### src/rtl/play_time_counter.sv
// Elapsed-play-time peripheral: CPU-controlled seconds counter with run,
// pause, clear and track-length limit, driving a 32-bit display word
// {upper field, binary seconds} plus a write strobe on every change.
module play_time_counter #(
   parameter int TICKS_PER_SEC = 100000000,
   parameter int MAX_SEC       = 5999
) (
   input  logic        CLK,
   input  logic        RST,
   input  logic        WR,
   input  logic [1:0]  ADDR,
   input  logic [31:0] WDATA,
   output logic [31:0] RDATA,
   output logic [31:0] DO,
   output logic        WE,
   output logic        DONE,
   output logic        IRQ
);

   localparam int PW = (TICKS_PER_SEC > 2) ? $clog2(TICKS_PER_SEC) : 1;
   localparam logic [PW-1:0] PRESC_LAST = PW'(TICKS_PER_SEC - 1);
   localparam logic [15:0]   MAX_V      = 16'(MAX_SEC);

   localparam logic [1:0] A_CTRL    = 2'd0;
   localparam logic [1:0] A_UPPER   = 2'd1;
   localparam logic [1:0] A_LIMIT   = 2'd2;
   localparam logic [1:0] A_ELAPSED = 2'd3;

   logic          run_reg,     run_next;
   logic          done_reg,    done_next;
   logic          irq_reg,     irq_next;
   logic [PW-1:0] presc_reg,   presc_next;
   logic [15:0]   elapsed_reg, elapsed_next;
   logic [15:0]   upper_reg,   upper_next;
   logic [15:0]   limit_reg,   limit_next;
   logic [31:0]   do_reg;
   logic          we_reg;
   logic          init_reg;

   logic          tick;
   logic [15:0]   inc_val;
   logic          hit;
   logic          ctrl_wr;
   logic [31:0]   disp_word;

   // Upper data bits are not part of any register.
   logic          unused_wdata;
   assign unused_wdata = ^WDATA[31:16];

   assign tick      = run_reg && (presc_reg == PRESC_LAST);
   assign inc_val   = (elapsed_reg >= MAX_V) ? MAX_V : elapsed_reg + 16'd1;
   assign hit       = ((limit_reg != 16'd0) && (inc_val >= limit_reg)) || (inc_val == MAX_V);
   assign ctrl_wr   = WR && (ADDR == A_CTRL);
   assign disp_word = {upper_reg, elapsed_reg};

   // Next-state: prescaler/tick first, then bus writes (CLEAR overrides the tick).
   always_comb begin
      run_next     = run_reg;
      done_next    = done_reg;
      irq_next     = 1'b0;
      presc_next   = presc_reg;
      elapsed_next = elapsed_reg;
      upper_next   = upper_reg;
      limit_next   = limit_reg;

      if (run_reg)
         presc_next = tick ? '0 : presc_reg + 1'b1;

      if (tick) begin
         elapsed_next = inc_val;
         if (hit && !done_reg) begin
            run_next  = 1'b0;
            done_next = 1'b1;
            irq_next  = 1'b1;
         end
      end

      if (ctrl_wr) begin
         if (WDATA[1]) begin
            presc_next   = '0;
            elapsed_next = 16'd0;
            done_next    = 1'b0;
            irq_next     = 1'b0;
            run_next     = WDATA[0];
         end else if (!done_next) begin
            run_next = WDATA[0];
         end
      end

      if (WR && (ADDR == A_UPPER))
         upper_next = WDATA[15:0];
      if (WR && (ADDR == A_LIMIT))
         limit_next = WDATA[15:0];
   end

   // Counter and register state.
   always_ff @(posedge CLK or posedge RST) begin
      if (RST) begin
         run_reg     <= 1'b0;
         done_reg    <= 1'b0;
         irq_reg     <= 1'b0;
         presc_reg   <= '0;
         elapsed_reg <= 16'd0;
         upper_reg   <= 16'd0;
         limit_reg   <= 16'd0;
      end else begin
         run_reg     <= run_next;
         done_reg    <= done_next;
         irq_reg     <= irq_next;
         presc_reg   <= presc_next;
         elapsed_reg <= elapsed_next;
         upper_reg   <= upper_next;
         limit_reg   <= limit_next;
      end
   end

   // Display word follows state one cycle later; strobe on change or first cycle out of reset.
   always_ff @(posedge CLK or posedge RST) begin
      if (RST) begin
         do_reg   <= 32'd0;
         we_reg   <= 1'b0;
         init_reg <= 1'b1;
      end else begin
         init_reg <= 1'b0;
         we_reg   <= init_reg || (disp_word != do_reg);
         do_reg   <= disp_word;
      end
   end

   // Combinational register readback.
   always_comb begin
      RDATA = 32'd0;
      case (ADDR)
         A_CTRL:    RDATA = {30'd0, done_reg, run_reg};
         A_UPPER:   RDATA = {16'd0, upper_reg};
         A_LIMIT:   RDATA = {16'd0, limit_reg};
         A_ELAPSED: RDATA = {16'd0, elapsed_reg};
         default:   RDATA = 32'd0;
      endcase
   end

   assign DO   = do_reg;
   assign WE   = we_reg;
   assign DONE = done_reg;
   assign IRQ  = irq_reg;

endmodule

### config.mk
export PLATFORM = sky130hd
export DESIGN_NAME = play_time_counter
export DESIGN_NICKNAME = d
export VERILOG_FILES = /design/src/rtl/play_time_counter.sv
export SDC_FILE = /design/constraint.sdc
export NUM_CORES = 1
export LEC_CHECK = 0
export ABC_AREA = 1
export ABC_CLOCK_PERIOD_IN_PS = 4900
export CAP_MARGIN = 20
export CORE_MARGIN = 3
export CORE_UTILIZATION = 37
export CTS_BUF_LIST = sky130_fd_sc_hd__clkbuf_16
export CTS_CLUSTER_SIZE = 8
export DETAILED_ROUTE_END_ITERATION = 7
export HOLD_SLACK_MARGIN = 0.02
export PLACE_DENSITY = 0.61
export RECOVER_POWER = 25
export SYNTH_ARGS = -nofsm -noshare
export SYNTH_HDL_FRONTEND = slang
export SYNTH_SLANG_ARGS = --single-unit
### constraint.sdc
create_clock -name CLK -period 4.9 [get_ports CLK]
set_clock_uncertainty 0.2 [all_clocks]
set_input_delay 0.98 -clock CLK [delete_from_list [all_inputs] [get_ports CLK]]
set_output_delay 0.98 -clock CLK [all_outputs]
set_load 0.1 [all_outputs]
## Word level (Yosys, flattened, before mapping)

Cells that the tools add are included.

| operators by class | value |
|---|---|
| $add $sub $neg | 2 |
| $lt $le $gt $ge | 2 |
| eq/ne operators | 6 |
| muxes and demuxes | 22 |
| reduce and logical (&&, ||, !) cells | 11 |

Operators with widths:

| kind | count |
|---|---|
| $pmux 32 s4 | 1 |
| $mux 27 | 4 |
| $mux 16 | 4 |
| $ne 32x32->1 | 1 |
| $add 27x1->27 const B | 1 |
| $eq 27x27->1 const B | 1 |
| $add 16x1->16 const B | 1 |
| $eq 16x13->1 const B | 1 |
| $ge 16x13->1 const B | 1 |
| $ge 16x16->1 | 1 |
| $reduce_bool 16->1 | 1 |
| $mux 1 | 13 |
| $logic_and 1x1->1 | 6 |
| $eq 2x2->1 const B | 2 |
| $eq 2x1->1 const B | 1 |
| $logic_not 2->1 | 1 |
| $logic_or 1x1->1 | 2 |
| $logic_not 1->1 | 1 |

| storage, ports and cells | value |
|---|---|
| input bits | 37 |
| output and inout port bits | 67 |
| register bits | 112 |

## Depth between registers and ports, before layout

Gate-level depths: netlist of run 1.

| depth | value |
|---|---|
| word-level depth | 11 |
| mapped depth | 24 |
| gate-level depth less buffers | 23 |

## Worst setup path before layout of run 1

OpenSTA, ideal clock, no wires.

| timing path | value |
|---|---|
| path type | in2out |
| start point | input port ADDR[0] |
| end point | output port RDATA[10] |
| data arrival time | 2.912 ns |
| path buffers | 1 |
| stages on the path | 4 |
| setup slack | 0.808 ns |
| path through | inv_1 > nand2_1 > clkbuf_1 > o221ai_1 |

| on the way | value |
|---|---|
| word-level cells in the longest chain between the ends | 2 |
| elaborated cells on any way between the ends | 5 |

Ends and longest elaborated chain:

| what | RTL line | RTL |
|---|---|---|
| start, declared | 11 | `input logic [1:0] ADDR,` |
| $eq 2x2->1 (tied with other cells) | 133 | `case (ADDR)` |
| $pmux 32 s4 * | 133 |  |
| end, declared | 13 | `output logic [31:0] RDATA,` |

Mark *: on every way between the ends. The rest lies on a longest branch, timed or not. The select of a mux whose other input is x is not followed.

## Worst setup path after layout of run 1

| timing path | value |
|---|---|
| start point | input port ADDR[0] |
| end point | output port RDATA[1] |

The elaborated chain is that of the path after synthesis.

==> results.tsv, run 1 <==
stage	metric	value	unit
power	part of the power in registers	40.3	%
drt	post-route ant nets	0	
drt	final wirelength	15.5	mm
global_route	first-pass GRT wire length	25.4	mm
yosys	share of the synthesized area in the top cell type	46.0	%
yosys	main combinational cell family by area after synthesis	simple AND/OR/NAND/NOR gates	
drt	drt pass-1 iters	5	
clocking	clk sinks	112	
yosys	Synth Area in XOR/XNOR	3.19	%
layout	max reg flops	32	
layout	most frequent cells in the layout	159 x nand2_1, 111 x dfrtp_1, 92 x inv_1	
critical_path	crit end category	primary output	
sta	Hold Fails Final Rpt	0	
sta	relative slew slack	-16.4	%
yosys	Post-Syn Area	0.00603	mm^2
clocking	Setup Fix Bufs, Post-CTS	0	
yosys	dominant synthesized flop cell	dfrtp_1	
outcome	failing checks	capacitance limit, slew limit	
yosys	Synth cell types	47	
critical_path	critical setup path kind	in2out	
floorplanning	Die X	134	um
drt	vias	5047	
critical_path	WP data required	3.72	ns
critical_path	CP Launch Type	input pin	
yosys	synth top area cells	dfrtp_1 46%, nand2_1 9.9%, inv_1 5.8%	
yosys	mux cell area share after synthesis	0	%
drt	Avg WL per Cell	15.1	um
clocking	clock root cell	clkbuf_16	
place	hpwl dp	11.8	mm
flow_run	MaxCap Viol Count	1	
global_route	Congestion Overflow GR	0	
yosys	adder-cell share of the synthesized area	3.73	%
yosys	register area share after synthesis	46.5	%
power	VDD IR-drop max	0.235	mV
layout	Multi-input gate area	0.00271	mm^2
floorplanning	top-level I/O count	104	
floorplanning	Rows	46	
yosys	post-synthesis compound-gate area fraction	12.5	%
sta	pin slew with the least headroom to its limit	1.75	ns
yosys	cell count after synthesis	734	
drt	DRT iter0 DRCs	373	
layout	Util after Layout	46.6	%
drt	DRC violations left	0	
yosys	largest area contributor in the netlist	dfrtp_1	
outcome	outcome	complete, but fails checks	
floorplanning	DIE HEIGHT	134	um
power	switch share	36.8	%
layout	commonest non-fill, non-tap cell in the layout	nand2_1	
global_route	vias in the first global route	4845	
place	Placer Congestion	0.880	
sta	setup TNS	0	ns
yosys	#FFs+latches synth	112	
floorplanning	Die Area	0.0179	mm^2
global_route	largest net degree at the start of global routing	88	
floorplanning	core area	0.0159	mm^2
clocking	CTS tree	done	
yosys	Post-Synth Simple-Gate Area	24.2	%
power	Combinational Power Share	29.1	%
sta	final setup vio count	0	
yosys	asr flop ratio synth	100	%
floorplanning	Initial Utilization	37.9	%
power	Clock Power Share	30.6	%
sta	Final period util	79.8	%
sta	Max Slew Vio Count	72	
power	switching power total	0.00102	W
yosys	Post-synth EDFFs	0	
clocking	cts bufs inserted	9	
yosys	Mean Syn Cell Area	8.22	um^2
critical_path	CP arrival	2.73	ns
power	power per cell area	372	mW/mm^2
sta	Final min period	3.91	ns
power	internal power	0.00175	W
layout	layout cells sized above 1	9.96	%
yosys	YS warnings	0	
global_route	antenna violations before repair	0	
layout	# diodes	0	
clocking	Max clock buf depth	2	
drt	vias per inst	4.90	
layout	FF/Latch Area	0.00280	mm^2
clocking	later-pin clock latency in the skew report	0.36	ns
sta	RSZ-0062 raised after global routing	no	
layout	area grow syn2layout	23.1	%
clocking	cts repair resizes	0	
layout	Nets	863	
critical_path	critical path fanouts, max	15	
clocking	H-tree lvl count	3	
worst_hold_path	min-delay worst type	reg2reg	
place	PortBufs	71	
power	Leakage Power	3.46	nW
global_route	Total Routing Usage GR	17.9	%
layout	filler cell count	1578	
clocking	hold-fix buffers at CTS	0	
clocking	Worst-path clk slew	0.07	ns
sta	Max Fclk	256	MHz
==> routing by layer <==
layer	share of wire, %	track usage [%]	wire, um
met5	0	0	0
met4	1.6	5.66	241
met3	6.0	3.78	926
met2	44	26.3	6790
met1	49	26.4	7540
==> synthesized netlist by cell type (2+ instances only) <==
master and number:
o21ai_1 6, clkbuf_1 9, nor2_1 51, o22ai_1 8, nand4_1 11, nor3_1 19
o21a_1 6, nand3_2 6, nor2_4 2, nor3b_1 2, inv_2 10, buf_4 18
nand2_2 10, ha_1 18, a211oi_1 2, a21oi_1 31, xor2_1 10, xnor2_1 12
nor3_2 2, nor2_2 8, buf_2 3, nand3b_1 2, inv_1 93, nand2_1 159
a221oi_1 2, dfrtp_1 111, nand3_1 30, o21ai_0 51, nor4_1 9, o2111ai_1 4
o221ai_1 13
==> critical path: stages <==
cell	delay [ns]
clkdlybuf4s50_1	0.51
inv_1	0.07
nand2_1	0.42
inv_1	0.17
nand2_1	0.09
o2111ai_1	0.22
buf_12	0.26
==> path summary, 6_finish.rpt <==
check	startpoint	end	slack (ns)	depth (start not counted)
worst max register to register	elapsed_reg[0]	run_reg	1.89	20
max in group asynchronous	RST	elapsed_reg[5]	1.39	4
worst max-delay path	ADDR[0]	RDATA[1]	0.99	7
worst min register to register	elapsed_reg[13]	DO[13]	0.20	0
min in group asynchronous	RST	presc_reg[10]	0.96	2
worst min-delay path	elapsed_reg[13]	DO[13]	0.20	0
==> final cells by class <==
| type | count | area share (%) |
|---|---|---|
| Sequential cell | 112 | 37.8 |
| Multi-Input combinational cell | 504 | 36.4 |
| Timing Repair Buffer | 76 | 12.2 |
| Inverter | 105 | 5.36 |
| Tap cell | 216 | 3.64 |
| Clock buffer | 9 | 3.03 |
| Clock inverter | 7 | 1.57 |
==> power by group through the flow <==
stage          registers, W  clock network [W]  logic [W]
2_1_floorplan       0.00128                  0   0.000423
3_3_place_gp        0.00113                  0   0.000799
3_5_place_dp        0.00113                  0   0.000803
4_1_cts             0.00111           0.000863   0.000809
5_1_grt             0.00113           0.000898   0.000866
6_report            0.00111           0.000846   0.000803
==> kinds of logic after synthesis <==
kind of cell	Yosys count
buf+inv	137
simple gates	316
flops	112
xor+xnor	22
fa+ha+maj	18
other cells	1
compound gates	128
==> metrics by stage <==
| stage | instance area, um^2 | hold slack, ns | instances | setup slack, ns | total power (W) |
|---|---|---|---|---|---|
| after floorplan | 6110 | 0.149 | 753 | 0.763 | 0.00170 |
| after global placement | 7080 | 0.174 | 1012 | 1.06 | 0.00193 |
| after detailed placement | 7080 | 0.183 | 1012 | 1.04 | 0.00193 |
| after CTS | 7420 | 0.199 | 1028 | 1.02 | 0.00279 |
| after global routing | 7430 | 0.221 | 1029 | 0.917 | 0.00289 |
| final | 7430 | 0.196 | 1029 | 0.990 | 0.00276 |
Note: power is estimated with default switching activity, not from simulation.
==> run 2, diff against run 1 <==
--- a/config.mk
+++ b/config.mk
@@ -6,7 +6,7 @@
 export NUM_CORES = 1
 export LEC_CHECK = 0
 export ABC_AREA = 1
-export ABC_CLOCK_PERIOD_IN_PS = 4900
+export ABC_CLOCK_PERIOD_IN_PS = 4040
 export CAP_MARGIN = 20
 export CORE_MARGIN = 3
 export CORE_UTILIZATION = 37
==> constraint.sdc (replaced) <==
create_clock -name CLK -period 4.04 [get_ports CLK]
set_clock_uncertainty 0.2 [all_clocks]
set_input_delay 0.808 -clock CLK [delete_from_list [all_inputs] [get_ports CLK]]
set_output_delay 0.808 -clock CLK [all_outputs]
set_load 0.1 [all_outputs]
==> run 2 against run 1 <==
  * The flow still finishes with violations (capacitance limit, slew limit)
  * Final area is 0.44% lower
  * Worst setup slack worse by 0.44 ns
  * Routed wire length is 1.5% lower
  * Sequential cell count stayed put
  * Power is 16% higher
  * Register-to-register slack worse by 0.88 ns
  * First-iteration DRC count is 23% lower
==> results.tsv, run 2 (synthesis results as in run 1) <==
stage	metric	value	unit	change
global_route	vias in the first global route	4841		-0.083%
critical_path	WP data required	3.03	ns	-0.69 ns
layout	Nets	864		+0.12%
worst_hold_path	min-delay worst type	reg2reg		
critical_path	crit-path cells	clkdlybuf4s50_1 > inv_1 > nand2_1 > inv_1 > nand2_1 > o2111ai_1 > buf_12		
critical_path	critical setup path kind	in2out		
place	PortBufs	71		unchanged
critical_path	crit end category	primary output		
sta	Max Fclk	286	MHz	
place	area of placed instances	0.00711	mm^2	+0.39%
clocking	cts bufs inserted	9		unchanged
layout	commonest non-fill, non-tap cell in the layout	nand2_1		
critical_path	CP Launch Type	input pin		
sta	final setup vio count	0		unchanged
drt	top sig layer	met4		
critical_path	r2r worst-path depth	20		unchanged
power	Leakage Power	3.44	nW	-0.41%
global_route	antenna violations before repair	0		unchanged
sta	Max Slew Vio Count	62		-14%
clocking	Max clock buf depth	2		unchanged
drt	wl on met1	7.40	mm	-1.8%
floorplanning	core area	0.0159	mm^2	unchanged
flow_run	MaxCap Viol Count	1		unchanged
place	Placer Congestion	0.861		-2.2%
clocking	H-tree lvl count	3		unchanged
layout	area grow syn2layout	22.5	%	
global_route	Total Routing Usage GR	17.7	%	-0.17 points
worst_hold_path	hold-critical path depth	0		unchanged
critical_path	slowest CP cell	clkdlybuf4s50_1		
floorplanning	DIE HEIGHT	134	um	unchanged
clocking	Setup Fix Bufs, Post-CTS	0		unchanged
floorplanning	Initial Utilization	37.9	%	unchanged
critical_path	reg2reg setup slack	1.01	ns	-0.88 ns
floorplanning	Rows	46		unchanged
clocking	clk sinks	112		unchanged
layout	design area	0.00739	mm^2	-0.44%
floorplanning	Die X	134	um	unchanged
power	Total Power	0.00320	W	+16%
critical_path	R2R Path End	run_reg		
floorplanning	top-level I/O count	104		unchanged
critical_path	CP arrival	2.48	ns	-0.25 ns
drt	met3 WL	948	um	+2.4%
critical_path	critical path fanouts, max	15		unchanged
clocking	cts repair resizes	0		unchanged
power	Combinational Power Share	30.3	%	+1.2 points
drt	Avg WL per Cell	14.8	um	-1.6%
sta	RSZ-0062 raised after global routing	no		
power	VDD IR-drop max	0.257	mV	+9.3%
layout	max reg flops	32		unchanged
clocking	clock root cell	clkbuf_16		
power	Clock Power Share	27.4	%	-3.2 points
drt	DRC violations left	0		unchanged
critical_path	CP peak stage delay	0.52	ns	about the same
clocking	CTS tree	done		
global_route	largest net degree at the start of global routing	63		-28%
drt	final wirelength	15.3	mm	-1.5%
global_route	first-pass GRT wire length	25.4	mm	+0.30%
sta	pin slew with the least headroom to its limit	2.35	ns	+0.608 ns
clocking	Worst-path clk slew	0.07	ns	about the same
power	switching power total	0.00121	W	+19%
sta	setup TNS	0	ns	unchanged
layout	layout cells sized above 1	9.71	%	-0.26 points
drt	drt pass-1 iters	7		+2
power	power per cell area	433	mW/mm^2	+16%
floorplanning	Die Area	0.0179	mm^2	unchanged
sta	relative slew slack	-57.1	%	-41 points
clocking	later-pin clock latency in the skew report	0.35	ns	about the same
drt	met2 WL post-DR	6.72	mm	-1.0%
worst_hold_path	hold path start	elapsed_reg[13]		
drt	vias per inst	4.88		-0.49%
worst_hold_path	WHS Endpoint	DO[13]		
global_route	Congestion Overflow GR	0		unchanged
critical_path	Critical R2R Launch	elapsed_reg[0]		
sta	Final period util	86.5	%	
layout	most frequent cells in the layout	159 x nand2_1, 111 x dfrtp_1, 93 x inv_1		
outcome	outcome	complete, but fails checks		
layout	# diodes	0		unchanged
place	hpwl dp	11.9	mm	+0.17%
sta	Final min period	3.49	ns	
sta	Hold Fails Final Rpt	0		unchanged
power	switch share	37.9	%	+1.1 points
power	internal power	0.00199	W	+14%
drt	post-route ant nets	0		unchanged
layout	Util after Layout	46.4	%	-0.20 points
power	part of the power in registers	42.3	%	+2.0 points
drt	vias	5027		-0.40%
drt	DRT iter0 DRCs	289		-23%
clocking	hold-fix buffers at CTS	0		unchanged
outcome	failing checks	capacitance limit, slew limit		
-- run 2: worst max-delay path: cells and delay by family --
| family | cells | cell delay, ns |
|---|---|---|
| and+or+nand+nor | 2 | 0.48 |
| buffers and inverters | 4 | 0.99 |
| AOI/OAI and AO/OA | 1 | 0.21 |
-- run 2: layout make-up --
| type | instances | area [um^2] |
|---|---|---|
| Clock inverter | 7 | 62.6 |
| Sequential cell | 112 | 2800 |
| Inverter | 105 | 397 |
| Fill cell | 1579 | 8550 |
| Clock buffer | 9 | 225 |
| Tap cell | 216 | 270 |
| Multi-Input combinational cell | 504 | 2710 |
| Timing Repair Buffer | 77 | 928 |
-- run 2: worst max path at each step --
stage                        from             to  cells past startpoint
final                     ADDR[0]       RDATA[1]                      7
after global routing          RST  upper_reg[15]                      2
after CTS                 ADDR[1]       RDATA[0]                      4
after detailed placement  ADDR[0]       RDATA[0]                      7
after global placement    ADDR[0]       RDATA[0]                      7
after floorplan               RST           DONE                      1
-- run 2: metrics by stage --
step	setup slack, ns	instances	hold WS (ns)
after floorplan	0.0746	753	0.149
final	0.547	1030	0.200
after global placement	0.586	1014	0.175
after detailed placement	0.600	1014	0.185
after global routing	0.265	1030	0.214
after CTS	0.580	1030	0.199
-- run 2: power groups by stage --
| stage | registers, W | logic, W | clock network [W] |
|---|---|---|---|
| floorplan | 0.00155 | 0.000513 | 0 |
| detailed placement | 0.00137 | 0.000973 | 0 |
| global route | 0.00137 | 0.00104 | 0.000951 |
| CTS | 0.00135 | 0.000978 | 0.000902 |
| finish | 0.00135 | 0.000969 | 0.000877 |
| global placement | 0.00137 | 0.000970 | 0 |
-- run 2: layer usage --
metal	track usage [%]	up-vias
li1	-	2540
met1	26.4	2351
met2	26.5	124
met3	2.95	12
met4	5.54	0
met5	0	-
==> run 3, diff against run 2 <==
--- a/config.mk
+++ b/config.mk
@@ -13,9 +13,11 @@
 export CTS_BUF_LIST = sky130_fd_sc_hd__clkbuf_16
 export CTS_CLUSTER_SIZE = 8
 export DETAILED_ROUTE_END_ITERATION = 7
+export GPL_TIMING_DRIVEN = 0
 export HOLD_SLACK_MARGIN = 0.02
 export PLACE_DENSITY = 0.61
 export RECOVER_POWER = 25
+export SKIP_LAST_GASP = 1
 export SYNTH_ARGS = -nofsm -noshare
 export SYNTH_HDL_FRONTEND = slang
 export SYNTH_SLANG_ARGS = --single-unit
==> run 3 against run 2 <==
  * The flow still finishes with violations (capacitance limit, slew limit)
  * Combinational power shrank 2.8%
  * Clock power is 6.7% lower
  * Non-clock buffer count is 27 higher
  * Via count is 2.4% higher
  * Final cell count rose by 2.6%
  * Critical path type unchanged
==> results.tsv, run 3 (synthesis results as in run 1) <==
stage	metric	value	unit	change
sta	final setup vio count	0		unchanged
floorplanning	DIE HEIGHT	134	um	unchanged
power	Total Power	0.00311	W	-2.9%
sta	setup TNS	0	ns	unchanged
place	hpwl dp	12.3	mm	+3.9%
power	internal power	0.00189	W	-4.9%
power	Leakage Power	3.50	nW	+1.6%
outcome	failing checks	capacitance limit, slew limit		
power	switching power total	0.00122	W	+0.40%
clocking	clk sinks	112		unchanged
clocking	later-pin clock latency in the skew report	0.36	ns	about the same
global_route	antenna violations before repair	0		unchanged
place	area of placed instances	0.00712	mm^2	+0.12%
sta	Max Fclk	256	MHz	-11%
critical_path	critical path fanouts, max	10		-5
place	pre-CTS WS	-0.775	ns	-1.38 ns
floorplanning	Initial Utilization	37.9	%	unchanged
global_route	Congestion Overflow GR	0		unchanged
power	Combinational Power Share	30.3	%	about the same
sta	Final min period	3.91	ns	+0.414 ns
clocking	H-tree lvl count	3		unchanged
critical_path	crit end category	primary output		
layout	max reg flops	32		unchanged
worst_hold_path	min-delay worst type	reg2reg		
sta	Hold Fails Final Rpt	0		unchanged
clocking	cts bufs inserted	9		unchanged
power	VDD IR-drop max	0.223	mV	-13%
drt	post-route ant nets	0		unchanged
drt	vias	5147		+2.4%
floorplanning	Rows	46		unchanged
layout	# diodes	0		unchanged
sta	final setup margin	0.133	ns	-0.414 ns
flow_run	MaxCap Viol Count	1		unchanged
power	Clock Power Share	26.3	%	-1.1 points
sta	pin slew with the least headroom to its limit	1.91	ns	-0.448 ns
critical_path	WP data required	3.03	ns	about the same
layout	area grow syn2layout	21.8	%	
critical_path	CP peak stage delay	0.61	ns	+0.09 ns
global_route	Total Routing Usage GR	18.1	%	+0.40 points
clocking	Worst-path clk slew	0.07	ns	about the same
critical_path	critical setup path kind	in2out		
place	PortBufs	71		unchanged
drt	DRC violations left	0		unchanged
floorplanning	core area	0.0159	mm^2	unchanged
layout	most frequent cells in the layout	159 x nand2_1, 111 x dfrtp_1, 94 x inv_1		
layout	FF/Latch Area	0.00280	mm^2	unchanged
critical_path	slowest CP cell	clkdlybuf4s15_2		
floorplanning	top-level I/O count	104		unchanged
layout	Multi-input gate area	0.00271	mm^2	about the same
clocking	CTS tree	done		
floorplanning	Die X	134	um	unchanged
critical_path	CP arrival	2.90	ns	+0.42 ns
sta	Max Slew Vio Count	44		-29%
floorplanning	Die Area	0.0179	mm^2	unchanged
drt	final wirelength	15.9	mm	+4.0%
drt	vias per inst	4.87		-0.23%
sta	Final period util	96.7	%	+10 points
place	Placer Congestion	0.873		+1.5%
drt	Avg WL per Cell	15.0	um	+1.4%
drt	DRT iter0 DRCs	336		+16%
layout	commonest non-fill, non-tap cell in the layout	nand2_1		
global_route	vias in the first global route	4881		+0.83%
drt	drt pass-1 iters	5		-2
layout	design area	0.00735	mm^2	-0.58%
sta	relative slew slack	-27.8	%	+29 points
global_route	largest net degree at the start of global routing	70		+11%
power	part of the power in registers	43.3	%	+1.0 points
critical_path	crit-path cells	clkdlybuf4s50_1 > nand2_1 > clkbuf_1 > o2111ai_1 > clkdlybuf4s15_2		
critical_path	reg2reg setup slack	1.05	ns	+0.04 ns
power	power per cell area	423	mW/mm^2	-2.3%
clocking	Max clock buf depth	2		unchanged
power	switch share	39.2	%	+1.3 points
layout	Util after Layout	46.1	%	-0.27 points
global_route	first-pass GRT wire length	25.6	mm	+0.49%
clocking	clock root cell	clkbuf_16		
outcome	outcome	complete, but fails checks		
layout	Nets	891		+3.1%
clocking	Setup Fix Bufs, Post-CTS	0		unchanged
layout	filler cell count	1597		+1.1%
layout	layout cells sized above 1	11.3	%	+1.6 points
sta	RSZ-0062 raised after global routing	no		
critical_path	CP Launch Type	input pin		
-- run 3: what timing repair did --
| action | 4_1_cts | 5_1_grt |
|---|---|---|
| cloned | 0 | 0 |
| gates resized for setup | 55 | 6 |
| endpoints found under the setup margin | 16 | 9 |
| hold buffers | 0 | 0 |
-- run 3: final cells by class --
type / count / area share, %
multi-input cells: 504 / 36.9
clock buffers: 9 / 3.06
flip-flops and latches: 112 / 38.1
well taps: 216 / 3.68
repair buffers: 72 / 9.57
clock inverters: 7 / 0.562
inverters: 105 / 5.41
plain buffers: 32 / 2.72
-- run 3: worst paths after layout --
| path | from | depth (start not counted) | to |
|---|---|---|---|
| min | elapsed_reg[6] | 0 | DO[6] |
| min reg2reg | elapsed_reg[6] | 0 | DO[6] |
| max reg2reg | elapsed_reg[0] | 20 | run_reg |
| max in group asynchronous | RST | 3 | DO[10] |
| max | ADDR[1] | 5 | RDATA[1] |
| min in group asynchronous | RST | 2 | presc_reg[5] |
-- run 3: stage by stage --
step                std cells  hold WS [ns]
finish                   1057         0.173
global route             1057         0.196
CTS                      1057         0.176
detailed placement       1041         0.160
global placement         1040         0.153
floorplan                 753         0.149
-- run 3: power groups by stage --
stage	registers, W	logic, W	clock network (W)
CTS	0.00135	0.000948	0.000843
finish	0.00135	0.000942	0.000818
floorplan	0.00155	0.000513	0
global placement	0.00136	0.000946	0
global route	0.00136	0.00101	0.000890
detailed placement	0.00137	0.000952	0
-- run 3: critical path, delay by kind of cell --
family / cells / cell delay, ns
compound gates: 1 / 0.37
buf+inv: 3 / 1.51
simple gates: 1 / 0.20
-- run 3: layer usage --
layer,share of wire [%],GRT usage [%],up-vias
li1,-,-,2590
met3,6.7,3.81,14
met5,0,0,-
met1,48,26.7,2388
met4,1.2,4.97,0
met2,44,27.1,155
